[config.mk]
export PLATFORM = sky130hd
export DESIGN_NAME = register_in_fifo_flat
export DESIGN_NICKNAME = d
export VERILOG_FILES = /design/src/rtl/io_port_pkg.sv /design/src/rtl/register_in_fifo_if.sv /design/src/rtl/sync_fifo_mem.sv /design/src/rtl/register_in_fifo.sv /design/src/flat_wrapper.sv
export SDC_FILE = /design/constraint.sdc
export NUM_CORES = 1
export LEC_CHECK = 0
export BUFFER_PORTS_ARGS = -buffer_cell sky130_fd_sc_hd__buf_2
export CAP_MARGIN = 20
export CORE_MARGIN = 2
export CORE_UTILIZATION = 50
export DETAILED_ROUTE_END_ITERATION = 6
export PLACE_DENSITY = 0.7
export SETUP_SLACK_MARGIN = 0.05
export SLEW_MARGIN = 0
export SYNTH_ARGS = -nofsm -noshare
export SYNTH_HDL_FRONTEND = slang
export SYNTH_SLANG_ARGS = --single-unit
[constraint.sdc]
create_clock -name clk -period 5 [get_ports clk]
set_input_delay 0.25 -clock clk [delete_from_list [all_inputs] [get_ports clk]]
set_output_delay 0.25 -clock clk [all_outputs]
set_load 0.005 [all_outputs]
[src/rtl/io_port_pkg.sv]
`default_nettype none
// ============================================================================
// Package  : io_port_pkg
// Brief    : Word width and status-word bit layout shared by the I/O ports.
// Revision : 1.0 - initial release
// ============================================================================
package io_port_pkg;

    localparam int WORD_W        = 32;

    // Bit positions used by the I/O read mux when it assembles the status word
    localparam int EMPTY_BIT     = 0;
    localparam int FULL_BIT      = 1;
    localparam int UNDERFLOW_BIT = 2;
    localparam int COUNT_LSB     = 8;

endpackage
`default_nettype wire

[src/rtl/register_in_fifo_if.sv]
`default_nettype none
// ============================================================================
// Interface : register_in_fifo_if
// Brief     : Producer handshake, processor read strobe and status of the input FIFO.
// Revision  : 1.0 - initial release
// ============================================================================
interface register_in_fifo_if
    import io_port_pkg::*;
#(
    parameter int WIDTH = WORD_W,
    parameter int DEPTH = 4,
    parameter int CNT_W = $clog2(DEPTH) + 1
);

    logic [WIDTH-1:0] ext_data;
    logic             ext_valid;
    logic             ext_ready;
    logic             load;
    logic [WIDTH-1:0] data_out;
    logic             empty;
    logic             full;
    logic [CNT_W-1:0] count;
    logic             underflow;
    logic             clr_flags;

    modport master (
        output ext_data, ext_valid, load, clr_flags,
        input  ext_ready, data_out, empty, full, count, underflow
    );

    modport slave (
        input  ext_data, ext_valid, load, clr_flags,
        output ext_ready, data_out, empty, full, count, underflow
    );

endinterface
`default_nettype wire

[src/rtl/sync_fifo_mem.sv]
`default_nettype none
// ============================================================================
// Module   : sync_fifo_mem
// Brief    : DEPTH x WIDTH storage, one clocked write port, one async read port.
// Revision : 1.0 - initial release
// ============================================================================
module sync_fifo_mem #(
    parameter int WIDTH = 32,
    parameter int DEPTH = 4,
    parameter int AW    = $clog2(DEPTH)
) (
    input  wire logic             clk,
    input  wire logic             wr_en,
    input  wire logic [AW-1:0]    wr_addr,
    input  wire logic [WIDTH-1:0] wr_data,
    input  wire logic [AW-1:0]    rd_addr,
    output logic      [WIDTH-1:0] rd_data
);

    logic [WIDTH-1:0] r_mem [DEPTH];

    // No reset: contents are only ever read after a matching write.
    always_ff @(posedge clk) begin
        if (wr_en) begin
            r_mem[wr_addr] <= wr_data;
        end
    end

    assign rd_data = r_mem[rd_addr];

endmodule
`default_nettype wire

[src/rtl/register_in_fifo.sv]
`default_nettype none
// ============================================================================
// Module   : register_in_fifo
// Brief    : Processor input port: handshake-fed FIFO popped into a held register.
// Revision : 1.0 - initial release
// ============================================================================
module register_in_fifo
    import io_port_pkg::*;
#(
    parameter int WIDTH = WORD_W,
    parameter int DEPTH = 4,
    parameter int CNT_W = $clog2(DEPTH) + 1
) (
    input wire logic         clk,
    input wire logic         reset,
    register_in_fifo_if.slave bus
);

    localparam int               c_addr_w     = $clog2(DEPTH);
    localparam logic [CNT_W-1:0] c_full_count = CNT_W'(DEPTH);

    logic [c_addr_w-1:0] r_wr_ptr;
    logic [c_addr_w-1:0] r_rd_ptr;
    logic [CNT_W-1:0]    r_count;
    logic [WIDTH-1:0]    r_data_out;
    logic                r_underflow;

    logic                w_empty;
    logic                w_full;
    logic                w_push;
    logic                w_pop;
    logic [WIDTH-1:0]    w_rd_data;

    assign w_empty = (r_count == '0);
    assign w_full  = (r_count == c_full_count);
    assign w_push  = bus.ext_valid && !w_full;
    assign w_pop   = bus.load && !w_empty;

    sync_fifo_mem #(
        .WIDTH (WIDTH),
        .DEPTH (DEPTH),
        .AW    (c_addr_w)
    ) u_mem (
        .clk     (clk),
        .wr_en   (w_push),
        .wr_addr (r_wr_ptr),
        .wr_data (bus.ext_data),
        .rd_addr (r_rd_ptr),
        .rd_data (w_rd_data)
    );

    always_ff @(posedge clk) begin
        if (reset) begin
            r_wr_ptr    <= '0;
            r_rd_ptr    <= '0;
            r_count     <= '0;
            r_data_out  <= '0;
            r_underflow <= 1'b0;
        end else begin
            if (w_push) begin
                r_wr_ptr <= r_wr_ptr + c_addr_w'(1);
            end
            if (w_pop) begin
                r_rd_ptr   <= r_rd_ptr + c_addr_w'(1);
                r_data_out <= w_rd_data;
            end
            case ({w_push, w_pop})
                2'b10:   r_count <= r_count + CNT_W'(1);
                2'b01:   r_count <= r_count - CNT_W'(1);
                default: r_count <= r_count;
            endcase
            // A fresh underflow outranks a clear in the same cycle
            if (bus.load && w_empty) begin
                r_underflow <= 1'b1;
            end else if (bus.clr_flags) begin
                r_underflow <= 1'b0;
            end
        end
    end

    assign bus.ext_ready = !w_full;
    assign bus.data_out  = r_data_out;
    assign bus.empty     = w_empty;
    assign bus.full      = w_full;
    assign bus.count     = r_count;
    assign bus.underflow = r_underflow;

endmodule
`default_nettype wire

[src/flat_wrapper.sv]
// flat-port wrapper written by rule: the top's interface ports become plain ports
module register_in_fifo_flat import io_port_pkg::*;
#(
    parameter int WIDTH = WORD_W,
    parameter int DEPTH = 4,
    parameter int CNT_W = $clog2(DEPTH) + 1
)
  (clk, reset, bus_ext_data, bus_ext_valid, bus_load, bus_clr_flags, bus_ext_ready, bus_data_out, bus_empty, bus_full, bus_count, bus_underflow);
  register_in_fifo_if #(.WIDTH(WIDTH), .DEPTH(DEPTH), .CNT_W(CNT_W)) bus_i ();
  input wire logic clk;
  input wire logic reset;
  input wire logic [$bits(bus_i.ext_data)-1:0] bus_ext_data;
  input wire logic [$bits(bus_i.ext_valid)-1:0] bus_ext_valid;
  input wire logic [$bits(bus_i.load)-1:0] bus_load;
  input wire logic [$bits(bus_i.clr_flags)-1:0] bus_clr_flags;
  output wire logic [$bits(bus_i.ext_ready)-1:0] bus_ext_ready;
  output wire logic [$bits(bus_i.data_out)-1:0] bus_data_out;
  output wire logic [$bits(bus_i.empty)-1:0] bus_empty;
  output wire logic [$bits(bus_i.full)-1:0] bus_full;
  output wire logic [$bits(bus_i.count)-1:0] bus_count;
  output wire logic [$bits(bus_i.underflow)-1:0] bus_underflow;
  assign bus_i.ext_data = bus_ext_data;
  assign bus_i.ext_valid = bus_ext_valid;
  assign bus_i.load = bus_load;
  assign bus_i.clr_flags = bus_clr_flags;
  assign bus_ext_ready = bus_i.ext_ready;
  assign bus_data_out = bus_i.data_out;
  assign bus_empty = bus_i.empty;
  assign bus_full = bus_i.full;
  assign bus_count = bus_i.count;
  assign bus_underflow = bus_i.underflow;
  register_in_fifo #(.WIDTH(WIDTH), .DEPTH(DEPTH), .CNT_W(CNT_W)) u_core (.clk(clk), .reset(reset), .bus(bus_i));
endmodule
== Word level (Yosys, flattened, before mapping) ==
Memory sizes are Yosys's and may differ from the RTL's. A register that Yosys moved wholly into a read port is not among the register bits.
Cells that the tools add are included.

* Equal/unequal tests: 3
* Multiplexer cells: 5
* $add $sub $neg: 4
* Reduce and logical (&&, ||, !) cells: 8

{| class="wikitable"
|+ Operator list
! kind !! number
|-
| one-hot mux 3 bit (2 select lines) || 1
|-
| adder 2 x 1 -> 2 bit (second input constant) || 2
|-
| two-way mux 1 bit || 4
|-
| nonzero test 2 bit || 2
|-
| adder 3 x 1 -> 3 bit (second input constant) || 1
|-
| == test 3 bit (second input constant) || 1
|-
| logical AND 1 bit || 3
|-
| zero test 3 bit || 1
|-
| subtractor 3 x 1 -> 3 bit (second input constant) || 1
|-
| == test 2 x 1 -> 1 bit (second input constant) || 1
|-
| == test 2 bit (second input constant) || 1
|-
| zero test 1 bit || 2
|}

* Bits in writable memories: 128
* Memories: 1
* Input port bits: 37
* Output and inout bits: 39
* Flip-flop bits (word level): 8
* Word-level logic and storage cells: 25

{| class="wikitable"
|+ Memories
! name !! words !! bits a word !! rd ports !! clocked after memory_dff !! write ports !! line !! source
|-
| u_core.u_mem.r_mem || 4 || 32 || 1 || 1 || 1 || sync_fifo_mem.sv:20 || <nowiki>logic [WIDTH-1:0] r_mem [DEPTH];</nowiki>
|}

== Logic depth before layout (Yosys ltp) ==
Gate-level depths: netlist of run 1.

* Depth after elaboration: 5
* Gate-level depth with buffers: 9
* Mapped depth without buffers: 8

== By module ==
From an unflattened synthesis of run 1, not the netlist that was laid out.

* Cells, all modules: 357
* Area, all modules: 6190.9 um^2

{| class="wikitable"
|+ By module, submodules not included
! module !! cells each !! area an instance (um^2) !! seq. area each (um^2) !! times used
|-
| sync_fifo_mem || 171 || 4689.5 || 3843.7 || 1
|-
| register_in_fifo || 186 || 1501.4 || 800.8 || 1
|}

== Worst setup path before layout of run 1 ==
Ideal clock, no wire load.

* Path type: register to register
* Start: register u_core.r_count[2], in the netlist u_core.bus.count[2]
* End: register u_core.r_count[2], in the netlist u_core.bus.count[2]
* Library setup time: 0.071 ns
* Buffers on the path: 1
* Arrival: 2.138 ns
* Stages on the path, launching flop included: 10
* Path slack: 2.791 ns
* Data required time: 4.929 ns
* Period minus slack after synthesis: 2.209 ns
* Path through: dfxtp_1 -> or3b_1 -> buf_2 -> nand2_1 -> ha_1 -> inv_1 -> fa_1 -> xor2_1 -> or3_1 -> a21oi_1

* Word-level cells in the longest chain between the ends: 5
* Elaborated cells between the ends (all ways): 12
* Classes of those cells: add/sub (2); eq/ne (3); mux (1); reduce/logical (6)

{| class="wikitable"
|+ RTL lines
! what !! line !! source
|-
| start: declaration || register_in_fifo.sv:24 || <nowiki>logic [CNT_W-1:0] r_count;</nowiki>
|-
| start signal: assignment || register_in_fifo.sv:68 || <nowiki>2'b10: r_count <= r_count + CNT_W'(1);</nowiki>
|-
| start signal: assignment || register_in_fifo.sv:69 || <nowiki>2'b01: r_count <= r_count - CNT_W'(1);</nowiki>
|-
| start signal: assignment || register_in_fifo.sv:70 || <nowiki>default: r_count <= r_count;</nowiki>
|-
| == test 3 bit (*) || register_in_fifo.sv:35 || <nowiki>assign w_full = (r_count == c_full_count);</nowiki>
|-
| zero test 1 bit (*) || -- ||
|-
| via bus_ext_ready || flat_wrapper.sv:16 || <nowiki>output wire logic [$bits(bus_i.ext_ready)-1:0] bus_ext_ready;</nowiki>
|-
| logical AND 1 bit (*) || register_in_fifo.sv:36 || <nowiki>assign w_push = bus.ext_valid && !w_full;</nowiki>
|-
| == test 2 x 1 -> 1 bit / == test 2 bit (equally long branches) || register_in_fifo.sv:67 || <nowiki>case ({w_push, w_pop})</nowiki>
|-
| one-hot mux 3 bit (2 select lines) / nonzero test 2 bit (equally long branches) || -- ||
|}

The timed path passes the listed nets; every way through them passes the cells marked *.
A chain may end at the register's enable or synchronous reset.

== Worst setup path in the final report of run 1 ==
* Start: register u_core.r_count[2], in the netlist u_core.bus.count[2]
* End: register u_core.r_count[2], in the netlist u_core.bus.count[2]

* Word-level cells in the longest chain between the ends: 5
* Elaborated cells between the ends (all ways): 12
* Classes of those cells: add/sub (2); eq/ne (3); mux (1); reduce/logical (6)

{| class="wikitable"
|+ RTL lines
! what !! line
|-
| == test 3 bit / zero test 3 bit (equally long branches) || register_in_fifo.sv:35, register_in_fifo.sv:34
|-
| zero test 1 bit, on equally long branches || register_in_fifo.sv:36, register_in_fifo.sv:37
|-
| logical AND 1 bit, on equally long branches || register_in_fifo.sv:36, register_in_fifo.sv:37
|-
| == test 2 x 1 -> 1 bit / == test 2 bit (equally long branches) || register_in_fifo.sv:67
|-
| one-hot mux 3 bit (2 select lines) / nonzero test 2 bit (equally long branches) || --
|}

Parallel ways exist; a longest one is shown, timed or not.

==> results of run 1 <==
## report_power, final
group          switching [mW]  internal [mW]
Clock                   0.507          0.725
Combinational           0.305          0.360
Sequential              0.130           1.69
Total                   0.942           2.78
## cell families after synthesis
logic type | after synthesis
fa+ha+maj | 6
buf+inv | 24
flops | 168
simple gates | 19
compound gates | 42
mux | 32
xor+xnor | 4
## registers in the layout (all words and copies together) (netlist names)
| register | flops |
|---|---|
| u_core.bus.underflow | 1 |
| u_core.r_rd_ptr | 2 |
| u_core.r_wr_ptr | 2 |
| u_core.bus.count | 3 |
| u_core.bus.data_out | 32 |
| u_core.u_mem.r_mem | 128 |
## cell usage in the layout (no fill, tap or decap), types with 3 or more instances in the layout
master	count
and3_2	4
inv_1	6
edfxtp_1	128
xor2_1	3
dfxtp_1	38
mux4_2	32
clkinv_2	4
buf_2	75
ha_1	5
clkbuf_16	17
a22o_1	32
clkinv_1	4
nor2_1	6
a21oi_1	5
clkinv_4	3
## stage by stage
| stage | cell area [um^2] | hold WS, ns | setup slack, ns | power (mW) | utilization (%) |
|---|---|---|---|---|---|
| CTS | 7097 | 0.02207 | 2.618 | 3.756 | 59.58 |
| finish | 7097 | 0.03956 | 2.613 | 3.717 | 59.58 |
| global placement | 6535 | 0.4586 | 2.770 | 2.509 | 54.86 |
| floorplan | 6067 | 0.3489 | 2.791 | 2.312 | - |
| detailed placement | 6535 | 0.4615 | 2.642 | 2.530 | 54.86 |
| global route | 7097 | 0.02877 | 2.445 | 3.890 | 59.58 |
## worst paths after layout
kind,startpoint,to,slack (ns),cells past startpoint
hold reg to reg,u_core.bus.data_out[24]$_SDFFE_PP0P_,u_core.bus.data_out[24]$_SDFFE_PP0P_,0.47,1
setup reg to reg,u_core.bus.count[2]$_SDFFE_PP0P_,u_core.bus.count[2]$_SDFFE_PP0P_,2.61,8
hold / removal,bus_ext_data[5],u_core.u_mem.r_mem[0][5]$_DFFE_PP_,0.04,1
setup / recovery,u_core.bus.count[2]$_SDFFE_PP0P_,u_core.bus.count[2]$_SDFFE_PP0P_,2.61,8
## cell type report
class / instances / area [um^2] / share of cell area, %
Clock buffer: 17 / 425.4 / 5.994
Clock inverter: 15 / 136.4 / 1.922
Inverter: 6 / 22.52 / 0.3173
Multi-Input combinational cell: 103 / 1299 / 18.30
Sequential cell: 168 / 4647 / 65.48
Tap cell: 147 / 183.9 / 2.592
Timing Repair Buffer: 76 / 382.9 / 5.395
## routing by layer
layer	vias up	GRT usage, %	share of wire (%)
li1	1351	-	-
met1	1511	22.11	42
met2	95	26.98	50
met3	16	6.141	6.1
met4	2	7.073	1.6
met5	-	0	0.067
==> impl_metrics.json, run 1 <==
{
  "grt_setup_unrepaired": "false",
  "fmaxAchievable_mhz": 419.0,
  "drtIter0Drc": 213,
  "overflow": 0,
  "status": "finished, final reports clean",
  "postCtsSetupBuffers": 0,
  "fp-row-count": 40,
  "path_clk_slew_ns": 0.06,
  "fp.coreArea_mm2": 0.01191,
  "crit_fanout": 11,
  "clk_latency_ns": 0.42,
  "htreeDepth": 4,
  "grt_max_degree": 34,
  "slew_headroom_pct": 36.64,
  "syn_nets": 338,
  "grt_usage_pct": 17.21,
  "grt_pass1_wl_um": 16020,
  "die_h_um": 114.2,
  "dp_hpwl_um": 5855,
  "synth_area_leader_cell": "edfxtp_1",
  "start_kind": "flop",
  "drt_wl_total_um": 10480,
  "avgSynthCellArea_um2": 20.57,
  "synth.area.top_cells": "edfxtp_1 63%, dfxtp_1 13%, mux4_2 12%, a22o_1 4.6%, ha_1 1.0%",
  "critical_path_required_ns": 5.35,
  "layout.cells.non_filler": 532,
  "critPathCaptureType": "flop",
  "async_flop_share_pct": 0,
  "ys_top_cells_by_count": "128 x edfxtp_1, 40 x dfxtp_1, 32 x a22o_1, 32 x mux4_2",
  "drv_cap": 0,
  "post_cts_resized": 0,
  "muxShareOfSynthArea_pct": 11.88,
  "clk_path_buf_depth": 2,
  "synth_edf_count": 128,
  "cts_hold_repair.buffers": 0,
  "hp-class": "input pin to flop",
  "dp.cells": 500,
  "vias_per_cell": 5.592,
  "portBuffers": 75,
  "synthFlopType": "edfxtp_1",
  "cp_top_family": "simple AND/OR/NAND/NOR gates",
  "syn_to_final_growth_pct": 16.97,
  "cts-buffers-inserted": 17,
  "synthCells": 295,
  "clkSinkCount": 168,
  "finalCritPeriodShare_pct": 47.73,
  "synthAdderAreaFrac_pct": 1.361,
  "wire_per_inst_um": 19.70,
  "setup_viol_count_final": 0,
  "slowest_delay_ns": 0.52,
  "tns_ns": 0,
  "ir_drop_v": 0.0003582,
  "synth_seq_cells": 168,
  "worstMarginPinSlew_ns": 0.9481,
  "gp_congestion": 0.6891,
  "yosysUniqueCellTypes": 28,
  "drive_above_1_share_pct": 37.40,
  "drt_pass1_iterations": 4,
  "p_per_area_mw_per_mm2": 523.8,
  "cp.buffers_inverters": 1,
  "die_w_um": 114.2,
  "syn_area_mm2": 0.006067,
  "critical_path.cell_chain": "or3b_1, nand2_1, ha_1, inv_1, fa_1, xor2_1, or3_1, a21oi_1",
  "critPathSlowestCell": "or3b_1",
  "ios": 76,
  "yosysMostFrequentCell": "edfxtp_1",
  "hold_violations": 0,
  "cts_tree": "yes",
  "ys_warn_count": 0,
  "synth_xor_area_share_pct": 0.5774,
  "synth-seq-area-share_pct": 76.55,
  "grt_pass1_vias": 2973,
  "cp.arrival_ns": 2.74,
  "n_antenna_cell": 0,
  "vias": 2975,
  "synth_top_area_share_pct": 63.35,
  "ant_nets": 0,
  "drc_errors": 0,
  "root_buffer": "clkbuf_16",
  "fillers": 863,
  "layout_min_cycle_time_ns": 2.387,
  "synth_top_family_by_area": "multiplexers",
  "yosys.area_share.simple_pct": 1.650,
  "die_area_mm2": 0.01303,
  "crit_type": "flop to flop",
  "initial_utilization_pct": 50.93,
  "finClkSkew_ns": 0.005906,
  "antenna_found_initial": 1,
  "slew_viol_final": 0,
  "total_leakage_power_nw": 2.545,
  "fin_nets": 415,
  "synth_compound_area_share_pct": 5.651
}
Note: power is estimated with default switching activity, not from simulation.
==> inputs of run 2 (changes only) <==
- ABC_AREA: not set -> 1
- PLACE_DENSITY: 0.7 -> 0.72
- clock period: 5 -> 2.1 ns (I/O delays scaled with it)
==> run 2 against run 1 <==
Against the previous run: sequential cell count stayed put; clock-buffer cell count rose by 1; routed wire length up 31%; total power increased to 2.6 times the previous value; sequential power is 130% higher; first-iteration DRC count up 31%; critical path depth rose by 4; fmax increased by 32%; combinational power grew to 3.8 times the previous value; critical path type unchanged.
==> impl_metrics.json, run 2 <==
{
  "tns_ns": 0,
  "mostFrequentLayoutCells": "239 x nand2_1, 174 x inv_1, 128 x edfxtp_1",
  "rrSetupSlack_ns": 0.29,
  "slew_headroom_pct": 50.95,
  "syn_to_final_growth_pct": 20.47,
  "drtIter0Drc": 279,
  "layout_commonest_cell": "nand2_1",
  "crit_fanout": 5,
  "vias": 4936,
  "use_met1_pct": 22.35,
  "grt_pass1_vias": 4740,
  "synth.area.top_cells": "edfxtp_1 53%, nand2_1 12%, dfxtp_1 11%, inv_1 9.1%, nand3_1 4.7%",
  "max_flop_register": "u_core.u_mem.r_mem",
  "drc_errors": 0,
  "fillers": 1158,
  "fmaxAchievable_mhz": 551.7,
  "ir_drop_v": 0.0006912,
  "hold_violations": 0,
  "antenna_found_initial": 0,
  "clkSinkCount": 168,
  "grt_max_degree": 67,
  "wire_per_inst_um": 12.76,
  "fin_nets": 929,
  "clk_latency_ns": 0.43,
  "seq_area_mm2": 0.004647,
  "cp.arrival_ns": 2.13,
  "cts-buffers-inserted": 17,
  "synth_area_leader_cell": "edfxtp_1",
  "top_usage_layer": "met2",
  "ant_nets": 0,
  "synthCells": 774,
  "grt_setup_unrepaired": "false",
  "clk_path_buf_depth": 2,
  "drive_above_1_share_pct": 14.46,
  "die_h_um": 123.9,
  "gr-usage-met2_pct": 33.55,
  "fin_area_mm2": 0.008661,
  "ios": 76,
  "htreeDepth": 4,
  "yosysUniqueCellTypes": 18,
  "syn_area_mm2": 0.007189,
  "root_buffer": "clkbuf_16",
  "synth-seq-area-share_pct": 64.60,
  "drv_cap": 0,
  "syn_nets": 817,
  "initial_utilization_pct": 51.40,
  "ys_top_cells_by_count": "239 x nand2_1, 174 x inv_1, 128 x edfxtp_1",
  "start_kind": "flop",
  "dp.cells": 1010,
  "cts_tree": "yes",
  "fp-row-count": 43,
  "hp-class": "input pin to flop",
  "worstMarginPinSlew_ns": 0.7358,
  "vias_per_cell": 4.575,
  "overflow": 0,
  "drt_pass1_iterations": 7,
  "critical_path_required_ns": 2.42,
  "layout_min_cycle_time_ns": 1.813,
  "dp_hpwl_um": 7743,
  "total_leakage_power_nw": 4.140,
  "yosysMostFrequentCell": "nand2_1",
  "n_antenna_cell": 0,
  "async_flop_share_pct": 0,
  "path_clk_slew_ns": 0.06,
  "largest_reg_flops": 128,
  "critPathCaptureType": "flop",
  "grtUsageMet3_pct": 5.586,
  "postPlaceCellArea_mm2": 0.007737,
  "synth_seq_cells": 168,
  "ys_warn_count": 0,
  "grt_usage_pct": 19.38,
  "slew_viol_final": 0,
  "finClkSkew_ns": 0.005822,
  "finalCritPeriodShare_pct": 86.31,
  "gp_congestion": 0.7838,
  "drt_wl_total_um": 13770,
  "multi_input_area_mm2": 0.001678,
  "portBuffers": 75,
  "avgSynthCellArea_um2": 9.289,
  "p_per_area_mw_per_mm2": 1114,
  "layout.cells.non_filler": 1079,
  "synth_edf_count": 128,
  "synth_top_area_share_pct": 53.46,
  "setup_viol_count_final": 0,
  "fp.coreArea_mm2": 0.01399,
  "die_area_mm2": 0.01535,
  "status": "finished, final reports clean",
  "crit_type": "flop to flop",
  "grt_pass1_wl_um": 22050,
  "die_w_um": 123.9,
  "synthFlopType": "edfxtp_1"
}
==> run 2: cell count changes in the layout (fill, tap and decap cells not counted), sizes merged, moves of 11 or more <==
cell	previous run	this run
buf	76	87
nand3	2	68
inv	6	182
dlygate4sd3	0	37
nand2	1	240
mux4	32	0
a22o	32	0
nor2	7	73
==> run 2: area by class of cell <==
type	count	share of cell area (%)
tap	180	2.600
clock inverter	14	1.430
sequential	168	53.66
timing repair buffer	124	10.23
clock buffer	18	4.955
inverter	179	7.758
multi-input combinational	396	19.37
==> run 2: cell families after synthesis <==
family / Yosys count / synth area share [%]
fa+ha+maj: 6 / 1.149
flops: 168 / 64.60
compound gates: 9 / 0.6265
buf+inv: 210 / 12.48
simple gates: 381 / 21.15
==> run 2: path summary, 6_finish.rpt <==
check,cells after the start,to,startpoint
min reg2reg,2,u_core.r_wr_ptr[0]$_SDFFE_PP0P_,u_core.r_wr_ptr[0]$_SDFFE_PP0P_
max reg2reg,12,u_core.bus.count[2]$_SDFFE_PP0P_,u_core.bus.count[0]$_SDFFE_PP0P_
min,2,u_core.u_mem.r_mem[0][12]$_DFFE_PP_,bus_ext_data[12]
max,12,u_core.bus.count[2]$_SDFFE_PP0P_,u_core.bus.count[0]$_SDFFE_PP0P_
==> run 2: worst max-delay path, stage by stage, from the launching register on <==
cell and delay (ns):
dfxtp_1 0.32, nor2_2 0.13, nand2_1 0.13, nand2_1 0.12, ha_1 0.18, inv_1 0.07, fa_1 0.39, inv_1 0.07
nand2_1 0.05, nand3_1 0.09, nand2_1 0.06, nand2_1 0.06, nor2_1 0.05
==> run 2: what timing repair did <==
action                                  in CTS  in global routing
hold buffers                                37                  0
gates resized for setup                      0                  0
setup buffers                                0                  0
endpoints found under the setup margin       0                  0
endpoints found under the hold margin      132                  0
==> run 2: power breakdown <==
part / leakage (nW) / internal (mW) / switching [mW] / total (mW)
clock: 0.270 / 1.63 / 1.27 / 2.91
sequential: 1.51 / 4.05 / 0.165 / 4.22
combinational: 2.37 / 0.925 / 1.60 / 2.52
==> run 2: layer usage <==
metal  share of wire [%]  routed length (um)  vias to the layer above
met2                  50                6952                      114
met4                 2.0                 273                        0
li1                    -                   -                     2576
met1                  42                5836                     2221
met3                 5.1                 708                       25
met5                   0                   0                        -
==> run 2: per-stage QoR <==
step	total power [mW]	hold slack (ns)	setup slack [ns]	utilization (%)
2_1_floorplan	6.089	0.1741	-0.4012	-
3_3_place_gp	6.699	0.3194	0.4019	55.31
3_5_place_dp	6.759	0.3220	0.3562	55.31
4_1_cts	9.726	0.4071	0.3090	61.91
5_1_grt	10.25	0.4164	0.1383	61.91
6_report	9.648	0.4251	0.2874	61.91
==> inputs of run 3 (changes only) <==
- ABC_AREA: 1 -> 0
- CAP_MARGIN: 20 -> not set
- CTS_BUF_LIST: not set -> sky130_fd_sc_hd__clkbuf_2 sky130_fd_sc_hd__clkbuf_4 sky130_fd_sc_hd__clkbuf_8
- PLACE_DENSITY: 0.72 -> 0.73
==> run 3 against run 2 <==
Against the previous run: global-route usage is 1.4 points lower; sequential share of layout area is 9.2 points higher; fmax is 11% lower; total power is 13% lower; non-clock buffer count is 8 lower; die area is 15% lower; core utilization is 0.20 points higher; largest cell class unchanged.
==> impl_metrics.json, run 3 (synthesized netlist as in run 1, its figures left out) <==
{
  "status": "finished, final reports clean",
  "clk_latency_ns": 0.45,
  "internal_power_mw": 6.281,
  "htreeDepth": 4,
  "drtIter0Drc": 205,
  "p_per_area_mw_per_mm2": 1139,
  "start_kind": "flop",
  "fin_nets": 455,
  "grt_pass1_wl_um": 16930,
  "largest_reg_flops": 128,
  "ant_nets": 0,
  "drt_pass1_iterations": 4,
  "min_from": "bus_ext_valid",
  "fp-row-count": 40,
  "cts-buffers-inserted": 17,
  "root_buffer": "clkbuf_8",
  "fin_area_mm2": 0.007398,
  "fmaxAchievable_mhz": 491.4,
  "portBuffers": 75,
  "switching_share_pct": 25.46,
  "vias": 3143,
  "cp_top_family": "simple AND/OR/NAND/NOR gates",
  "drt_wl_total_um": 10870,
  "mostFrequentLayoutCells": "128 x edfxtp_1, 75 x buf_2, 36 x dlygate4sd3_1",
  "crit_start": "u_core.bus.count[1]$_SDFFE_PP0P_",
  "postPlaceCellArea_mm2": 0.006629,
  "power.share.sequential_pct": 50.2,
  "die_h_um": 114.2,
  "die_w_um": 114.2,
  "hp-class": "input pin to flop",
  "layout_min_cycle_time_ns": 2.035,
  "cp.arrival_ns": 2.41,
  "layout_commonest_cell": "edfxtp_1",
  "dp.cells": 504,
  "fillers": 869,
  "grt_setup_unrepaired": "true",
  "cp.buffers_inverters": 1,
  "setup_viol_count_final": 0,
  "overflow": 0,
  "slew_headroom_pct": 38.71,
  "finClkSkew_ns": 0.009316,
  "hold_violations": 0,
  "syn_to_final_growth_pct": 21.94,
  "n_antenna_cell": 0,
  "cts_tree": "yes",
  "timing.rr.start": "u_core.bus.count[1]$_SDFFE_PP0P_",
  "wire_per_inst_um": 19.03,
  "critical_path_required_ns": 2.47,
  "ir_drop_v": 0.0007047,
  "pwr-share-clk_pct": 27.4,
  "die_area_mm2": 0.01303,
  "power.switching_mw": 2.145,
  "slew_viol_final": 0,
  "crit_fanout": 7,
  "worstMarginPinSlew_ns": 0.9174,
  "crit_type": "flop to flop",
  "drive_above_1_share_pct": 37.26,
  "postCtsSetupBuffers": 0,
  "path_clk_slew_ns": 0.08,
  "grt_pass1_vias": 3243,
  "initial_utilization_pct": 50.93,
  "finalCritPeriodShare_pct": 96.90,
  "total_leakage_power_nw": 2.671,
  "combPwrFrac_pct": 22.4,
  "grt_usage_pct": 17.96,
  "critical_path.cell_chain": "or3b_4, nand2_4, ha_4, inv_2, fa_2, xor2_1, or3_1, a21oi_1",
  "gp_congestion": 0.7381,
  "clk_path_buf_depth": 2,
  "drc_errors": 0,
  "clkSinkCount": 168,
  "max_flop_register": "u_core.u_mem.r_mem",
  "layout.cells.non_filler": 571,
  "grt_max_degree": 35,
  "antenna_found_initial": 0,
  "critPathCaptureType": "flop",
  "ios": 76,
  "fp.coreArea_mm2": 0.01191,
  "vias_per_cell": 5.504,
  "slowest_delay_ns": 0.42,
  "critPathSlowestCell": "or3b_4",
  "drv_cap": 0,
  "dp_hpwl_um": 6248
}
==> run 3: power by group through the flow <==
stage / Clock [mW] / Sequential (mW) / Combinational [mW]
final: 2.31 / 4.23 / 1.89
after CTS: 2.35 / 4.23 / 1.92
after detailed placement: 0 / 4.30 / 1.84
after floorplan: 0 / 4.26 / 1.28
after global placement: 0 / 4.28 / 1.83
after global routing: 2.48 / 4.28 / 2.09
==> run 3: area by class of cell <==
| type | count | area, um^2 | area share [%] |
|---|---|---|---|
| clock buffers | 22 | 277.8 | 3.754 |
| flip-flops and latches | 168 | 4653 | 62.90 |
| well taps | 147 | 183.9 | 2.486 |
| repair buffers | 116 | 810.8 | 10.96 |
| inverters | 6 | 22.52 | 0.3044 |
| multi-input cells | 103 | 1324 | 17.89 |
| clock inverters | 9 | 126.4 | 1.708 |
==> run 3: path summary, 6_finish.rpt <==
path | to | slack, ns | cells past startpoint
max | u_core.bus.count[2]$_SDFFE_PP0P_ | 0.07 | 8
max reg2reg | u_core.bus.count[2]$_SDFFE_PP0P_ | 0.07 | 8
min | u_core.r_wr_ptr[1]$_SDFFE_PP0P_ | 0.03 | 3
min reg2reg | u_core.bus.data_out[18]$_SDFFE_PP0P_ | 0.48 | 1
==> run 3: tightest hold or removal path: cells and delay by family <==
kind,cells,cell delay [ns]
and+or+nand+nor,1,0.10
buffers and inverters,1,0.16
AOI/OAI and AO/OA,1,0.06
==> run 3: metrics by stage <==
stage	setup slack, ns	hold slack, ns	total power, mW	utilization [%]	setup TNS (ns)
after CTS	0.05146	0.004867	8.502	62.09	0
after detailed placement	0.05467	0.3271	6.139	55.65	0
final	0.06500	0.02653	8.426	62.11	0
after global placement	0.1040	0.3163	6.105	55.65	0
after global routing	-0.05155	0.02964	8.841	62.11	-0.05442
after floorplan	0.04070	0.2039	5.546	-	0
==> run 3: layer usage <==
layer  up-vias  part of all wire, %  track usage [%]
li1       1426                    -                -
met1      1609                   44            23.39
met2        89                   50            29.33
met3        19                  4.5            4.500
met4         0                  1.6            7.236
met5         -                    0                0
==> run 3: timing repair <==
item | 4_1_cts | 5_1_grt
cloned | 0 | 0
pin swaps | 0 | 2
hold buffers | 36 | 0
resized for setup | 1 | 1
endpoints found under the setup margin | 1 | 3
endpoints found under the hold margin | 136 | 0
